**src/rtl/lsu_pkg.sv**
```systemverilog
// Shared types and helpers for the LSU data-memory initiator.
// The FSM state encoding, the RISC-V funct3 codes, the size field of
// mem_sign_mask and the request-decoding helpers are defined here.
package lsu_pkg;

    typedef enum logic [1:0] {
        ST_IDLE  = 2'd0,
        ST_ISSUE = 2'd1,
        ST_WAIT  = 2'd2,
        ST_RESP  = 2'd3
    } lsu_state_e;

    // RISC-V load/store funct3 encodings
    localparam logic [2:0] F3_B  = 3'b000;
    localparam logic [2:0] F3_H  = 3'b001;
    localparam logic [2:0] F3_W  = 3'b010;
    localparam logic [2:0] F3_BU = 3'b100;
    localparam logic [2:0] F3_HU = 3'b101;

    // One-hot access size carried in mem_sign_mask[2:0]
    localparam logic [2:0] SZ_BYTE = 3'b001;
    localparam logic [2:0] SZ_HALF = 3'b010;
    localparam logic [2:0] SZ_WORD = 3'b100;

    // Bit 3 marks a sign-extending load; stores never set it.
    function automatic logic [3:0] funct3_to_sign_mask(input logic [2:0] funct3,
                                                       input logic       is_write);
        logic [2:0] size;
        logic       sgn;
        case (funct3[1:0])
            2'b00:   size = SZ_BYTE;
            2'b01:   size = SZ_HALF;
            2'b10:   size = SZ_WORD;
            default: size = 3'b000;
        endcase
        sgn = ~is_write & ~funct3[2];
        return {sgn, size};
    endfunction

    // Loads accept all five codes; stores accept only the signed-looking ones.
    function automatic logic funct3_is_legal(input logic [2:0] funct3,
                                             input logic       is_write);
        logic ok;
        case (funct3)
            F3_B, F3_H, F3_W: ok = 1'b1;
            F3_BU, F3_HU:     ok = ~is_write;
            default:          ok = 1'b0;
        endcase
        return ok;
    endfunction

    // Halves need an even address, words a 4-byte aligned address.
    function automatic logic funct3_is_misaligned(input logic [2:0] funct3,
                                                  input logic [1:0] addr_lo);
        logic mis;
        case (funct3[1:0])
            2'b01:   mis = addr_lo[0];
            2'b10:   mis = (addr_lo != 2'b00);
            default: mis = 1'b0;
        endcase
        return mis;
    endfunction

endpackage

```
**src/rtl/lsu_load_align.sv**
```systemverilog
// Load-data lane extraction: picks the addressed byte or half out of the
// aligned memory word and sign- or zero-extends it to 32 bits.
module lsu_load_align
    import lsu_pkg::*;
(
    input  logic [31:0] word_i,
    input  logic [1:0]  addr_lo_i,
    input  logic [2:0]  funct3_i,
    output logic [31:0] data_o
);

    logic [7:0]  byte_s;
    logic [15:0] half_s;

    // Select the byte and half lanes addressed by the low address bits
    always_comb begin
        case (addr_lo_i)
            2'b00:   byte_s = word_i[7:0];
            2'b01:   byte_s = word_i[15:8];
            2'b10:   byte_s = word_i[23:16];
            2'b11:   byte_s = word_i[31:24];
            default: byte_s = 8'h00;
        endcase
        if (addr_lo_i[1]) begin
            half_s = word_i[31:16];
        end else begin
            half_s = word_i[15:0];
        end
    end

    // Extend the selected lane according to the load type
    always_comb begin
        case (funct3_i)
            F3_B:    data_o = {{24{byte_s[7]}}, byte_s};
            F3_H:    data_o = {{16{half_s[15]}}, half_s};
            F3_W:    data_o = word_i;
            F3_BU:   data_o = {24'h000000, byte_s};
            F3_HU:   data_o = {16'h0000, half_s};
            default: data_o = 32'h0000_0000;
        endcase
    end

endmodule

```
**src/rtl/lsu_mem_initiator.sv**
```systemverilog
// Requester-side engine for the data-memory port. One CPU load/store is
// turned into one strobed access on data_mem; the memory's busy signal is
// followed and the result is returned as a one-cycle response pulse.
// Optional macro LSU_TIMEOUT_EN adds a WAIT-state watchdog that aborts
// with rsp_err after TIMEOUT_CYCLES busy cycles.
module lsu_mem_initiator
    import lsu_pkg::*;
#(
    parameter int ADDR_W         = 32,
    parameter int TIMEOUT_CYCLES = 255
) (
    input  logic              clk,
    input  logic              reset,
    input  logic              req_valid,
    output logic              req_ready,
    input  logic              req_write,
    input  logic [2:0]        req_funct3,
    input  logic [ADDR_W-1:0] req_addr,
    input  logic [31:0]       req_wdata,
    output logic              rsp_valid,
    output logic [31:0]       rsp_rdata,
    output logic              rsp_err,
    output logic [ADDR_W-1:0] mem_addr,
    output logic [31:0]       mem_write_data,
    output logic              mem_memwrite,
    output logic              mem_memread,
    output logic [3:0]        mem_sign_mask,
    input  logic [31:0]       mem_read_data,
    input  logic              mem_busy
);

    lsu_state_e state_q, state_d;

    // Latched request
    logic [ADDR_W-1:0] req_addr_q, req_addr_d;
    logic [31:0]       req_wdata_q, req_wdata_d;
    logic              req_write_q, req_write_d;
    logic [2:0]        req_funct3_q, req_funct3_d;

    // Registered outputs
    logic              req_ready_q, req_ready_d;
    logic              rsp_valid_q, rsp_valid_d;
    logic [31:0]       rsp_rdata_q, rsp_rdata_d;
    logic              rsp_err_q, rsp_err_d;
    logic [ADDR_W-1:0] mem_addr_q, mem_addr_d;
    logic [31:0]       mem_wdata_q, mem_wdata_d;
    logic [3:0]        mem_mask_q, mem_mask_d;
    logic              memread_q, memread_d;
    logic              memwrite_q, memwrite_d;

    logic [31:0]       align_data_s;
    logic              req_bad_s;

`ifdef LSU_TIMEOUT_EN
    localparam int CNT_W = ($clog2(TIMEOUT_CYCLES + 1) > 8) ? $clog2(TIMEOUT_CYCLES + 1) : 8;
    logic [CNT_W-1:0] wait_cnt_q, wait_cnt_d;
`else
    // The timeout length is meaningless without the watchdog.
    logic unused_timeout_s;
    assign unused_timeout_s = ^TIMEOUT_CYCLES;
`endif

    lsu_load_align u_load_align (
        .word_i    (mem_read_data),
        .addr_lo_i (req_addr_q[1:0]),
        .funct3_i  (req_funct3_q),
        .data_o    (align_data_s)
    );

    assign req_bad_s = ~funct3_is_legal(req_funct3, req_write)
                     | funct3_is_misaligned(req_funct3, req_addr[1:0]);

    // Next-state logic, request latching and response capture
    always_comb begin
        state_d      = state_q;
        req_addr_d   = req_addr_q;
        req_wdata_d  = req_wdata_q;
        req_write_d  = req_write_q;
        req_funct3_d = req_funct3_q;
        rsp_rdata_d  = rsp_rdata_q;
        rsp_err_d    = rsp_err_q;
`ifdef LSU_TIMEOUT_EN
        wait_cnt_d   = wait_cnt_q;
`endif
        case (state_q)
            ST_IDLE: begin
                if (req_valid) begin
                    req_addr_d   = req_addr;
                    req_wdata_d  = req_wdata;
                    req_write_d  = req_write;
                    req_funct3_d = req_funct3;
                    if (req_bad_s) begin
                        // Rejected without touching memory
                        state_d     = ST_RESP;
                        rsp_err_d   = 1'b1;
                        rsp_rdata_d = 32'h0000_0000;
                    end else begin
                        state_d = ST_ISSUE;
                    end
                end else begin
                    state_d = ST_IDLE;
                end
            end
            ST_ISSUE: begin
                state_d = ST_WAIT;
`ifdef LSU_TIMEOUT_EN
                wait_cnt_d = {CNT_W{1'b0}};
`endif
            end
            ST_WAIT: begin
                if (!mem_busy) begin
                    state_d   = ST_RESP;
                    rsp_err_d = 1'b0;
                    if (req_write_q) begin
                        rsp_rdata_d = 32'h0000_0000;
                    end else begin
                        rsp_rdata_d = align_data_s;
                    end
                end
`ifdef LSU_TIMEOUT_EN
                else if (wait_cnt_q == CNT_W'(TIMEOUT_CYCLES - 1)) begin
                    state_d     = ST_RESP;
                    rsp_err_d   = 1'b1;
                    rsp_rdata_d = 32'h0000_0000;
                end else begin
                    state_d    = ST_WAIT;
                    wait_cnt_d = wait_cnt_q + CNT_W'(1);
                end
`else
                else begin
                    state_d = ST_WAIT;
                end
`endif
            end
            ST_RESP: begin
                state_d = ST_IDLE;
            end
            default: begin
                state_d = ST_IDLE;
            end
        endcase
    end

    // Output register next values, derived from the upcoming state
    always_comb begin
        req_ready_d = (state_d == ST_IDLE);
        rsp_valid_d = (state_d == ST_RESP);
        if ((state_q == ST_IDLE) && (state_d == ST_ISSUE)) begin
            memread_d   = ~req_write_d;
            memwrite_d  = req_write_d;
            mem_addr_d  = req_addr_d;
            mem_wdata_d = req_wdata_d;
            mem_mask_d  = funct3_to_sign_mask(req_funct3_d, req_write_d);
        end else begin
            // Strobes last only the ISSUE cycle; address/data/mask hold
            memread_d   = 1'b0;
            memwrite_d  = 1'b0;
            mem_addr_d  = mem_addr_q;
            mem_wdata_d = mem_wdata_q;
            mem_mask_d  = mem_mask_q;
        end
    end

    // FSM state register
    always_ff @(posedge clk) begin
        if (reset) begin
            state_q <= ST_IDLE;
        end else begin
            state_q <= state_d;
        end
    end

    // Request latch, watchdog counter and registered outputs
    always_ff @(posedge clk) begin
        if (reset) begin
            req_addr_q   <= {ADDR_W{1'b0}};
            req_wdata_q  <= 32'h0000_0000;
            req_write_q  <= 1'b0;
            req_funct3_q <= 3'b000;
            req_ready_q  <= 1'b1;
            rsp_valid_q  <= 1'b0;
            rsp_rdata_q  <= 32'h0000_0000;
            rsp_err_q    <= 1'b0;
            mem_addr_q   <= {ADDR_W{1'b0}};
            mem_wdata_q  <= 32'h0000_0000;
            mem_mask_q   <= 4'b0000;
            memread_q    <= 1'b0;
            memwrite_q   <= 1'b0;
`ifdef LSU_TIMEOUT_EN
            wait_cnt_q   <= {CNT_W{1'b0}};
`endif
        end else begin
            req_addr_q   <= req_addr_d;
            req_wdata_q  <= req_wdata_d;
            req_write_q  <= req_write_d;
            req_funct3_q <= req_funct3_d;
            req_ready_q  <= req_ready_d;
            rsp_valid_q  <= rsp_valid_d;
            rsp_rdata_q  <= rsp_rdata_d;
            rsp_err_q    <= rsp_err_d;
            mem_addr_q   <= mem_addr_d;
            mem_wdata_q  <= mem_wdata_d;
            mem_mask_q   <= mem_mask_d;
            memread_q    <= memread_d;
            memwrite_q   <= memwrite_d;
`ifdef LSU_TIMEOUT_EN
            wait_cnt_q   <= wait_cnt_d;
`endif
        end
    end

    // Strobes and the response pulse are cut immediately by reset so an
    // aborted access never shows a strobe or completion in the reset cycle.
    assign mem_memread    = memread_q & ~reset;
    assign mem_memwrite   = memwrite_q & ~reset;
    assign rsp_valid      = rsp_valid_q & ~reset;
    assign req_ready      = req_ready_q;
    assign rsp_rdata      = rsp_rdata_q;
    assign rsp_err        = rsp_err_q;
    assign mem_addr       = mem_addr_q;
    assign mem_write_data = mem_wdata_q;
    assign mem_sign_mask  = mem_mask_q;

endmodule

```
**config.mk**
```make
export PLATFORM = sky130hd
export DESIGN_NAME = lsu_mem_initiator
export DESIGN_NICKNAME = d
export VERILOG_FILES = /design/src/rtl/lsu_pkg.sv /design/src/rtl/lsu_load_align.sv /design/src/rtl/lsu_mem_initiator.sv
export SDC_FILE = /design/constraint.sdc
export NUM_CORES = 1
export LEC_CHECK = 0
export ABC_CLOCK_PERIOD_IN_PS = 2800
export CAP_MARGIN = 25
export CORE_MARGIN = 3
export CORE_UTILIZATION = 28
export DETAILED_ROUTE_END_ITERATION = 16
export PLACE_DENSITY_LB_ADDON = 0.12
export SKIP_LAST_GASP = 1
export SYNTH_ARGS = -nofsm -noshare
export SYNTH_HDL_FRONTEND = slang
export SYNTH_HIERARCHICAL = 1
export SYNTH_SLANG_ARGS = --single-unit
```
**constraint.sdc**
```tcl
create_clock -name clk -period 2.8 [get_ports clk]
set_input_delay 0.7 -clock clk [delete_from_list [all_inputs] [get_ports clk]]
set_output_delay 0.7 -clock clk [all_outputs]
set_load 0.02 [all_outputs]
```
==> results.ini <==
[routing]
ant_nets=0
dr.pass1.iters=5
wl_per_cell_microns=19.4
wirelength_microns=34800
viasPerCell=5.29
num_vias=9500
drtIter0Drc=514
drcViolationCount=0

[run_status]
status=finished clean

[cts]
cts.sinks=175
cts_buffers=17
cts_root_buf=clkbuf_16
htree_num_levels=4
clk_pin_slew_ps=60
post_cts_resize_count=0
clock_latency_ps=450
clockBufferDepth=2
cts_tree=done
cts_hold_buf=0
cts_setup_buffers=0

[timing]
worst_pin_slew_ps=599
finalHoldViolCount=0
period_minus_slack_ps=2440
hold_slack_ps=475
rsz0062_at_grt=no
fin_crit_sh_pct=87.0
setup_violations=0
max-slew-margin-rel_pct=59.9
maxSlewViolCount=0
fin_worst_skew_ps=17.0
tns_ps=0
max_freq_mhz=410
setup_ws_ps=363

[die]
fp.dieArea_sq_um=37600
chipWidth_microns=194
core_area_sq_um=34700
io_pins=209
start_util_pct=28.5
die_h_microns=194
fp-row-count=68

[power]
p_leak_nw=4.60
power_density_nw_per_um2=501
peakVddDrop_uv=449

[synthesis]
synth_seq_cells=175
synth_top_area_cell=dfxtp_1
seq_area_frac_synth_pct=35.4
avgSynthCellArea_sq_um=8.23
synth-warning-count=6
synth_edf_count=0
synth_cell_type_count=52
netlist_area_sq_um=9890
ys.flop_type=dfxtp_1
synthArstFlopShare_pct=0
synthCells=1202
synth_area_leaders=dfxtp_1, nor3b_1, a21oi_1
synth_nets=1311
synth_top_area_share_pct=35.4

[critical_path]
worst-path-buf-inv=2
path_max_fanout=23
cp_slowest_stage_delay_ps=650
cp-end-kind=output pin
path_class=primary input to output pin
cp_slowest_cell=clkdlybuf4s50_1
path_delay_family=buffers and inverters
worstPathArrival_ps=1740
worst_ep_required_time_ps=2100
crit_chain=buf_6 > nor2b_1 > clkdlybuf4s50_1
startpoint_type=primary input

[placed_design]
place.port_buffers=208
postPlaceCellArea_sq_um=12500
dpl.hpwl_microns=21900
gp_congestion=0.804
place_ws_ps=74.7

[finish]
syn2layout_area_growth_pct=31.9
final_nets=1436
layout-drive-gt1-share_pct=12.4
design_area_sq_um=13000

[min_path]
hp-class=register to register

[grt]
track_usage_pct=17.9
grt_max_degree=111
overflow=0
antenna_found_initial=4
grt_pass1_wl_microns=54600
grt_pass1_vias=9219

[job]
drv_cap=0

[power breakdown]
| group | internal, mW | total [mW] | switching [mW] | leakage, nW |
|---|---|---|---|---|
| Clock | 1.25 | 2.40 | 1.15 | 0.279 |
| Combinational | 0.617 | 1.48 | 0.864 | 2.90 |
| Sequential | 2.60 | 2.66 | 0.0580 | 1.42 |
[registers in the layout, summed over array words and instances, names as in the netlist]
| name | flops |
|---|---|
| mem_addr | 32 |
| mem_sign_mask | 4 |
| mem_write_data | 32 |
| memread_q | 1 |
| memwrite_q | 1 |
| req_addr_q | 32 |
| req_funct3_q | 3 |
| req_ready | 1 |
| req_wdata_q | 32 |
| req_write_q | 1 |
| rsp_err | 1 |
| rsp_rdata | 32 |
| rsp_valid_q | 1 |
| state_q | 2 |
[stage by stage]
stage	util (%)	instances	power (mW)
3_5_place_dp	35.9	1763	4.21
5_1_grt	37.6	1795	6.84
4_1_cts	37.6	1795	6.63
6_report	37.6	1796	6.54
2_1_floorplan	-	1202	3.62
3_3_place_gp	35.9	1763	4.21
[logic make-up (layout without fill, tap and decap cells)]
logic type      after synthesis  after routing  share of synthesized area, %
simple gates                445            445                          27.1
compound gates              375            375                          24.4
flops                       175            175                          35.4
buf+inv                     151            289                          7.06
mux                          51             51                          5.38
fa+ha+maj                     5              5                         0.633
other cells                   0              1                             0
[layout make-up]
type / count / area, sq um
fill: 3612 / 21700
multi-input combinational: 876 / 5760
sequential: 175 / 3500
timing repair buffer: 250 / 2620
tap: 455 / 569
clock buffer: 19 / 433
clock inverter: 13 / 130
inverter: 7 / 26.3
antenna: 1 / 2.50
[path summary, 6_finish.rpt]
| check | slack, ps | cells past startpoint | end | start |
|---|---|---|---|---|
| setup / recovery | 360 | 3 | rsp_valid | reset |
| hold / removal | 480 | 2 | rsp_rdata[29] | rsp_rdata[29] |
| setup reg to reg | 780 | 7 | mem_write_data[29] | state_q[0] |
| hold reg to reg | 480 | 2 | rsp_rdata[29] | rsp_rdata[29] |
[worst register-to-register path, stage by stage, from the launching register on]
cell and delay [ps]:
dfxtp_1 310, inv_1 80, ha_1 310, nor4b_4 510
buf_4 390, nor3b_1 90, o21ai_0 100, nand3_1 100
[cells in the final DEF (no fill, tap or decap), types with 8 or more instances in the layout]
cell type and n:
buf_12 18, nand2b_1 37, a22oi_1 16, buf_4 25
nand4_1 68, o21ai_0 68, nor2_1 8, a211oi_1 16
nor3b_1 136, a21oi_1 169, a21bo_2 64, nand3_1 132
nand2_1 47, mux2_2 9, clkbuf_16 17, dfxtp_1 175
mux2i_1 40, clkdlybuf4s50_1 206
[synth_stat cells (all sizes together), types with 3 or more instances]
cell type,count
nand2,47
a211oi,16
nor3b,136
nor2,8
a21bo,64
buf,59
nor2b,7
nand4,68
o21ai,74
clkbuf,85
o31ai,3
a221oi,9
mux2,11
dfxtp,175
nand2b,38
mux2i,40
ha,5
o22ai,7
inv,7
a21oi,171
nand3,132
a22oi,17
[per-layer routing]
| layer | vias to the layer above | track usage, % | wire length [microns] |
|---|---|---|---|
| met5 | - | 0 | 46 |
| met1 | 4555 | 24.5 | 16600 |
| met3 | 33 | 4.31 | 1860 |
| met4 | 6 | 4.65 | 511 |
| li1 | 4673 | - | - |
| met2 | 233 | 28.4 | 15800 |
Power figures use the tool's default switching activity.
